## config.mk

```make
export PLATFORM = sky130hd
export DESIGN_NAME = interval_timer
export DESIGN_NICKNAME = d
export VERILOG_FILES = /design/src/rtl/interval_timer.sv
export SDC_FILE = /design/constraint.sdc
export NUM_CORES = 1
export LEC_CHECK = 0
export ABC_CLOCK_PERIOD_IN_PS = 2600
export CORE_ASPECT_RATIO = 0.8
export CORE_MARGIN = 10
export CORE_UTILIZATION = 51
export CTS_BUF_LIST = sky130_fd_sc_hd__clkbuf_4 sky130_fd_sc_hd__clkbuf_8
export DETAILED_ROUTE_END_ITERATION = 12
export HOLD_SLACK_MARGIN = 0.12
export PLACE_DENSITY = 0.82
export SKIP_CTS_REPAIR_TIMING = 1
export SYNTH_ARGS = -nofsm -noshare
export SYNTH_HDL_FRONTEND = slang
export SYNTH_SLANG_ARGS = --single-unit
```

## constraint.sdc

```tcl
create_clock -name clk -period 2.6 [get_ports clk]
set_input_delay 0.52 -clock clk [delete_from_list [all_inputs] [get_ports clk]]
set_output_delay 0.52 -clock clk [all_outputs]
set_load 0.05 [all_outputs]
```

## src/rtl/interval_timer.sv

```systemverilog
// Programmable down-counting interval timer with one-shot/periodic modes, sticky irq and overrun.
// Optional tick prescaler compiled in with `define INTERVAL_TIMER_PRESCALE_EN.
module interval_timer #(
  parameter int WIDTH      = 16,
  parameter int PRESCALE_W = 8
) (
  input  logic                  clk,
  input  logic                  arst_n,
  input  logic                  tick,
  input  logic                  load_valid,
  output logic                  load_ready,
  input  logic [WIDTH-1:0]      load_value,
  input  logic                  mode,
  input  logic                  start,
  input  logic                  stop,
  input  logic [PRESCALE_W-1:0] prescale,
  output logic [WIDTH-1:0]      count,
  output logic                  busy,
  output logic                  expire,
  output logic                  irq,
  input  logic                  irq_ack,
  output logic                  overrun
);

  typedef enum logic [1:0] {IDLE, RUN, DONE} state_t;

  localparam logic [WIDTH-1:0] ONE = WIDTH'(1);

  state_t           state;
  logic [WIDTH-1:0] rld;
  logic             mode_l;
  logic             etick;
  logic             expiry;

`ifdef INTERVAL_TIMER_PRESCALE_EN
  logic [PRESCALE_W-1:0] pcnt;
  logic [PRESCALE_W-1:0] pre_l;

  // A count step happens only on the tick that completes a prescale period.
  assign etick = (state == RUN) && tick && (pcnt == pre_l);
`else
  logic unused_prescale;

  assign unused_prescale = ^prescale;
  assign etick           = (state == RUN) && tick;
`endif

  // stop in the same cycle masks the expiry entirely
  assign expiry     = etick && !stop && (count == ONE);
  assign busy       = (state == RUN);
  assign load_ready = (state != RUN);

  always_ff @(posedge clk or negedge arst_n) begin
    if (!arst_n) begin
      state   <= IDLE;
      rld     <= '0;
      count   <= '0;
      mode_l  <= 1'b0;
      expire  <= 1'b0;
      irq     <= 1'b0;
      overrun <= 1'b0;
`ifdef INTERVAL_TIMER_PRESCALE_EN
      pcnt    <= '0;
      pre_l   <= '0;
`endif
    end else begin
      expire <= expiry;

      if (expiry)
        irq <= 1'b1;
      else if (irq_ack)
        irq <= 1'b0;

      if (expiry && irq && !irq_ack)
        overrun <= 1'b1;
      else if (irq_ack)
        overrun <= 1'b0;

`ifdef INTERVAL_TIMER_PRESCALE_EN
      if (state == RUN && tick)
        pcnt <= (pcnt == pre_l) ? '0 : pcnt + PRESCALE_W'(1);
`endif

      case (state)
        IDLE, DONE: begin
          if (load_valid)
            rld <= load_value;
          // The start uses the reload value held before any same-cycle load.
          if (start && !stop && (rld != '0)) begin
            count  <= rld;
            mode_l <= mode;
            state  <= RUN;
`ifdef INTERVAL_TIMER_PRESCALE_EN
            pcnt   <= '0;
            pre_l  <= prescale;
`endif
          end
        end
        RUN: begin
          if (stop) begin
            count <= '0;
            state <= IDLE;
          end else if (etick) begin
            if (count == ONE) begin
              if (mode_l) begin
                count <= rld;
              end else begin
                count <= '0;
                state <= DONE;
              end
            end else begin
              count <= count - ONE;
            end
          end
        end
        default: state <= IDLE;
      endcase
    end
  end

endmodule

```

# Yosys cells after proc, flatten, opt, wreduce, memory -nomap -nowiden
# Cells that the tools add are included.
[op_classes]
add_sub_neg = 1
muxes = 15
n_eq_ne = 8
reduce_logical = 19
[ops]
columns = ["operator", "count"]
rows = [
  ["$mux 16", 5],
  ["$pmux 16 s2", 1],
  ["$eq 16x1->1 const B", 1],
  ["$reduce_bool 16->1", 1],
  ["$sub 16x1->16 const B", 1],
  ["$mux 2", 5],
  ["$logic_and 1x1->1", 7],
  ["$ne 3x2->1 const B", 2],
  ["$reduce_bool 2->1", 3],
  ["$pmux 2 s2", 1],
  ["$reduce_and 2->1", 2],
  ["$reduce_and 4->1", 1],
  ["$mux 1", 3],
  ["$ne 3x3->1 const B", 1],
  ["$reduce_and 3->1", 1],
  ["$eq 2x1->1 const B", 1],
  ["$eq 2x2->1 const B", 1],
  ["$logic_not 1->1", 2],
  ["$logic_not 2->1", 1],
  ["$ne 2x1->1 const B", 1],
  ["$ne 2x2->1 const B", 1],
  ["$reduce_or 2->1", 1],
]
[word_totals]
wordCells = 50
reg_bits = 38
out_inout_bits = 21
input_bits = 32

# Depth between registers and ports, before layout
[logic_depth]
ltp_word = 7
mapped_depth = 8
ltp_nobuf = 7

# Least setup slack after synthesis
# OpenSTA, ideal clock, no wires.
[synth_path]
path_type = "register to register"
start = "register count[2]"
end = "register count[9]"
path_buffers = 2
synth_period_minus_slack_ps = 2140
setup_time_ps = 121
path_stages_with_launch = 8
required_ps = 2479
arrival_time_ps = 2019
path_slack_ps = 460
cell_sequence = "dfrtp_1 > clkbuf_1 > or4_1 > buf_6 > o31a_1 > nor3_1 > a211oi_1 > o22a_1"
[synth_between]
elab_chain_len = 5
elab_cells_between_ends = 6
cone_classes = "add/sub (1); eq/ne (1); mux (4)"
[synth_rtl]
columns = ["element", "line_no", "rtl"]
rows = [
  ["from (decl)", "17", "output logic [WIDTH-1:0] count,"],
  ["from (signal assigned)", "90", "count <= rld;"],
  ["from (signal assigned)", "106", "count <= rld;"],
  ["from (signal assigned)", "112", "count <= count - ONE;"],
  ["$sub 16x1->16 or $eq 16x1->1 (tied branches)", "112, 104", ""],
  ["$mux 16 *", "104", "if (count == ONE) begin"],
  ["$mux 16 *", "103", "end else if (etick) begin"],
  ["$mux 16 *", "100", "if (stop) begin"],
  ["$pmux 16 s2 *", "84", "case (state)"],
]
# Mark *: on every way between the ends. The rest lies on a longest branch, timed or not. The select of a mux whose other input is x is not followed.
# A chain may end at the register's enable or synchronous reset.

# Worst setup path after layout
[layout_path]
start = "register count[9]"
end = "output count[9]"
# No word-level cell between the ends.

==> flow_summary.json <==
{
  "drt-met1-wl_um": 2563,
  "floorplan.io_pins": 53,
  "timing.final.setup_violations": 0,
  "fin_crit_ns": 2.264,
  "routed-wl-met3_um": 532,
  "drt-wirelength-per-cell_um": 17.43,
  "yosysUniqueCellTypes": 52,
  "timing.critical_path.buf_inv": 1,
  "netlist_top_cells_area": "sky130_fd_sc_hd__dfrtp_1 (43%), sky130_fd_sc_hd__mux2_2 (8.1%), sky130_fd_sc_hd__nor2_1 (3.5%)",
  "criticalPathCategory": "reg2out",
  "worst_path_max_delay_cell": "sky130_fd_sc_hd__clkdlybuf4s50_1",
  "drt-pass1-iter-count": 4,
  "placement.io_buffers": 44,
  "relSlewSlack_pct": 44.48,
  "synthesis.area_per_instance_um2": 9.709,
  "path_class_of_the_lowest_slack_min_delay_path": "in2async",
  "syn2layout_area_growth_pct": 25.83,
  "drt-vias-per-instance": 5.982,
  "design.die.area_mm2": 0.007417,
  "synth-main-ff-cell": "sky130_fd_sc_hd__dfrtp_1",
  "run_status": "completed",
  "crit_path_end_kind": "primary output",
  "maxClockFrequency_mhz": 441.7,
  "post-synth-top-count-cell": "sky130_fd_sc_hd__dfrtp_1",
  "worst_ep_required_ns": 2.08,
  "worstRegToRegCells": 5,
  "cp_top_family": "buffers and inverters",
  "place.gp.congestion": 0.9558,
  "synthDominantAreaCellType": "sky130_fd_sc_hd__dfrtp_1",
  "initial_core_util_pct": 52.89,
  "clock_sinks": 38,
  "instance_count_of_the_mapped_netlist": 229,
  "crit_fanout": 11,
  "grt_first_pass_wirelength_um": 9639,
  "cp-endpoint": "count[9]",
  "via_count": 1980,
  "worstSetupPathDepth": 1,
  "drt_iter0_drc": 157,
  "synth.top_cells.by_count": "sky130_fd_sc_hd__dfrtp_1 (38), sky130_fd_sc_hd__nor2_1 (21), sky130_fd_sc_hd__mux2_2 (16), sky130_fd_sc_hd__nand2_1 (16), sky130_fd_sc_hd__o21ai_0 (10)",
  "die_h_um": 79.06,
  "grtUsageTotal_pct": 16.18,
  "rsz0062_at_grt": "no",
  "route.final.wire_length_um": 5770,
  "seqPwrFrac_pct": 39.6,
  "route.antenna.remaining_nets": 0,
  "htree_levels": 2,
  "grt_antenna_before_repair": 0,
  "synth-async-reset-ratio_pct": 100.0,
  "r2r_slack_ns": 0.42,
  "power.share.combinational_pct": 44.7,
  "cts_buffers": 5,
  "synth_edf_count": 0,
  "cell_internal_pwr_mw": 1.341,
  "insertedDiodeCount": 0,
  "tritoncts_clock_tree": "yes",
  "fraction_of_final_layout_cells_with_drive_strength_greater_than_1_pct": 15.33,
  "timing.critical_path.slowest_cell_delay_ns": 0.88,
  "r2r_start": "count[4]",
  "core_area_mm2": 0.004204,
  "syn_area_mm2": 0.002223,
  "startpoint_type": "flip-flop",
  "first_global_vias": 1951,
  "crit_path_start": "count[9]",
  "netlist.area_leader.share_pct": 42.77,
  "finalMaxSlewViolations": 0,
  "skew_ns": 0.007367,
  "crit_chain": "clkdlybuf4s50_1",
  "min_period_over_period_pct": 87.08,
  "clkTransAtPathRegs_ns": 0.08,
  "grt_start_max_net_pins": 39,
  "drt_drc_violations_left": 0,
  "residual_overflow_from_global_routing": 0,
  "cell_at_the_root_of_the_clock_tree": "sky130_fd_sc_hd__clkbuf_8",
  "insertion_delay_ns": 0.30,
  "max-cap-violations": 0,
  "top_signal_layer_used": "met4",
  "finalHoldViolations": 0,
  "layoutNonFillerInstCount": 331,
  "static-leakage-power_nw": 1.087,
  "synth.net_count": 263,
  "peakVddDrop_v": 0.0004977,
  "switching_share_pct": 45.97,
  "synth-seq-area-share_pct": 42.77,
  "power_density_mw_per_mm2": 887.3,
  "placement_rows": 21,
  "worst_slew_pin_slew_ns": 0.8328,
  "dieWidth_um": 93.82,
  "met2WireLength_um": 2592,
  "clockPowerShare_pct": 15.7,
  "num-nets-final": 308,
  "detailedPlacementHpwl_um": 4391,
  "endpoint_of_the_most_critical_register_to_register_path": "count[11]",
  "switching_component_of_the_power_mw": 1.141,
  "cp_data_arrival_time_ns": 1.74,
  "ys_seq_elements": 38,
  "place.detailed.instances": 324,
  "setup_total_negative_slack_ns": 0,
  "max_clock_buf_depth": 2,
  "ys_warn_count": 0
}
-- cells by family (layout without fill, tap and decap cells) --
group | Yosys count | count (layout) | share of synthesized area (%)
and+or+nand+nor | 88 | 88 | 21.95
AOI/OAI and AO/OA | 59 | 59 | 20.03
DFF | 38 | 38 | 42.77
buffers and inverters | 21 | 66 | 3.995
muxes | 17 | 17 | 8.554
xor gates and xnor gates | 4 | 4 | 1.576
adders and majority gates | 2 | 2 | 1.125
-- per-stage QoR --
stage                     total power [mW]  instance area (um2)  hold slack [ns]  utilization, %  setup WS [ns]
final                                2.483                 2798           0.3143           66.55         0.3358
after global routing                 2.621                 2798           0.3842           66.55         0.2790
after CTS                            2.489                 2798           0.3387           66.55         0.3440
after detailed placement             2.097                 2719           0.5027           64.67         0.2814
after global placement               2.078                 2719           0.4856           64.67         0.3167
after floorplan                      1.714                 2223           0.2244               -         0.4600
-- per-layer routing --
layer	track usage, %	up-vias
met1	21.00	940
met2	24.34	74
li1	-	958
met5	0	-
met4	6.970	0
met3	4.887	8
-- area by class of cell --
| class | count | area, um2 |
|---|---|---|
| clock buffers | 5 | 68.82 |
| multi-input cells | 170 | 1184 |
| inverters | 8 | 30.03 |
| clock inverters | 2 | 10.01 |
| repair buffers | 51 | 483.0 |
| well taps | 57 | 71.32 |
| fillers | 344 | 1406 |
| flip-flops and latches | 38 | 950.9 |
-- cells in the final DEF, fill, tap and decap left out, types with 3 or more instances in the layout --
| master | n |
|---|---|
| sky130_fd_sc_hd__clkdlybuf4s50_1 | 41 |
| sky130_fd_sc_hd__dfrtp_1 | 38 |
| sky130_fd_sc_hd__nor2_1 | 21 |
| sky130_fd_sc_hd__nand2_1 | 16 |
| sky130_fd_sc_hd__mux2_2 | 16 |
| sky130_fd_sc_hd__o21ai_0 | 10 |
| sky130_fd_sc_hd__nor4_1 | 9 |
| sky130_fd_sc_hd__nand3_1 | 9 |
| sky130_fd_sc_hd__buf_4 | 9 |
| sky130_fd_sc_hd__inv_1 | 8 |
| sky130_fd_sc_hd__nor3_1 | 8 |
| sky130_fd_sc_hd__o2bb2ai_1 | 5 |
| sky130_fd_sc_hd__a21oi_1 | 5 |
| sky130_fd_sc_hd__o211ai_1 | 5 |
| sky130_fd_sc_hd__a31oi_1 | 5 |
| sky130_fd_sc_hd__clkbuf_8 | 5 |
| sky130_fd_sc_hd__nand4_1 | 3 |
| sky130_fd_sc_hd__nor2b_1 | 3 |
| sky130_fd_sc_hd__o21ai_1 | 3 |
| sky130_fd_sc_hd__o41ai_1 | 3 |
| sky130_fd_sc_hd__nor3b_1 | 3 |
| sky130_fd_sc_hd__xnor2_1 | 3 |
-- worst min-delay path by stage --
stage           endpoint     from
2_1_floorplan   count[0]   arst_n
3_3_place_gp     overrun  overrun
3_5_place_dp     overrun  overrun
4_1_cts           expire   arst_n
5_1_grt        count[15]   arst_n
6_report        count[9]   arst_n
-- registers in the layout, summed over array words and instances (netlist names) --
signal   count
count       16
rld         16
state        2
expire       1
irq          1
mode_l       1
overrun      1
-- power groups by stage --
stage	registers (mW)	clock network, mW	logic, mW
floorplan	1.21	0	0.507
global placement	0.983	0	1.10
detailed placement	0.987	0	1.11
CTS	0.979	0.397	1.11
global route	1.01	0.423	1.19
finish	0.984	0.389	1.11
Note: power is estimated with default switching activity, not from simulation.
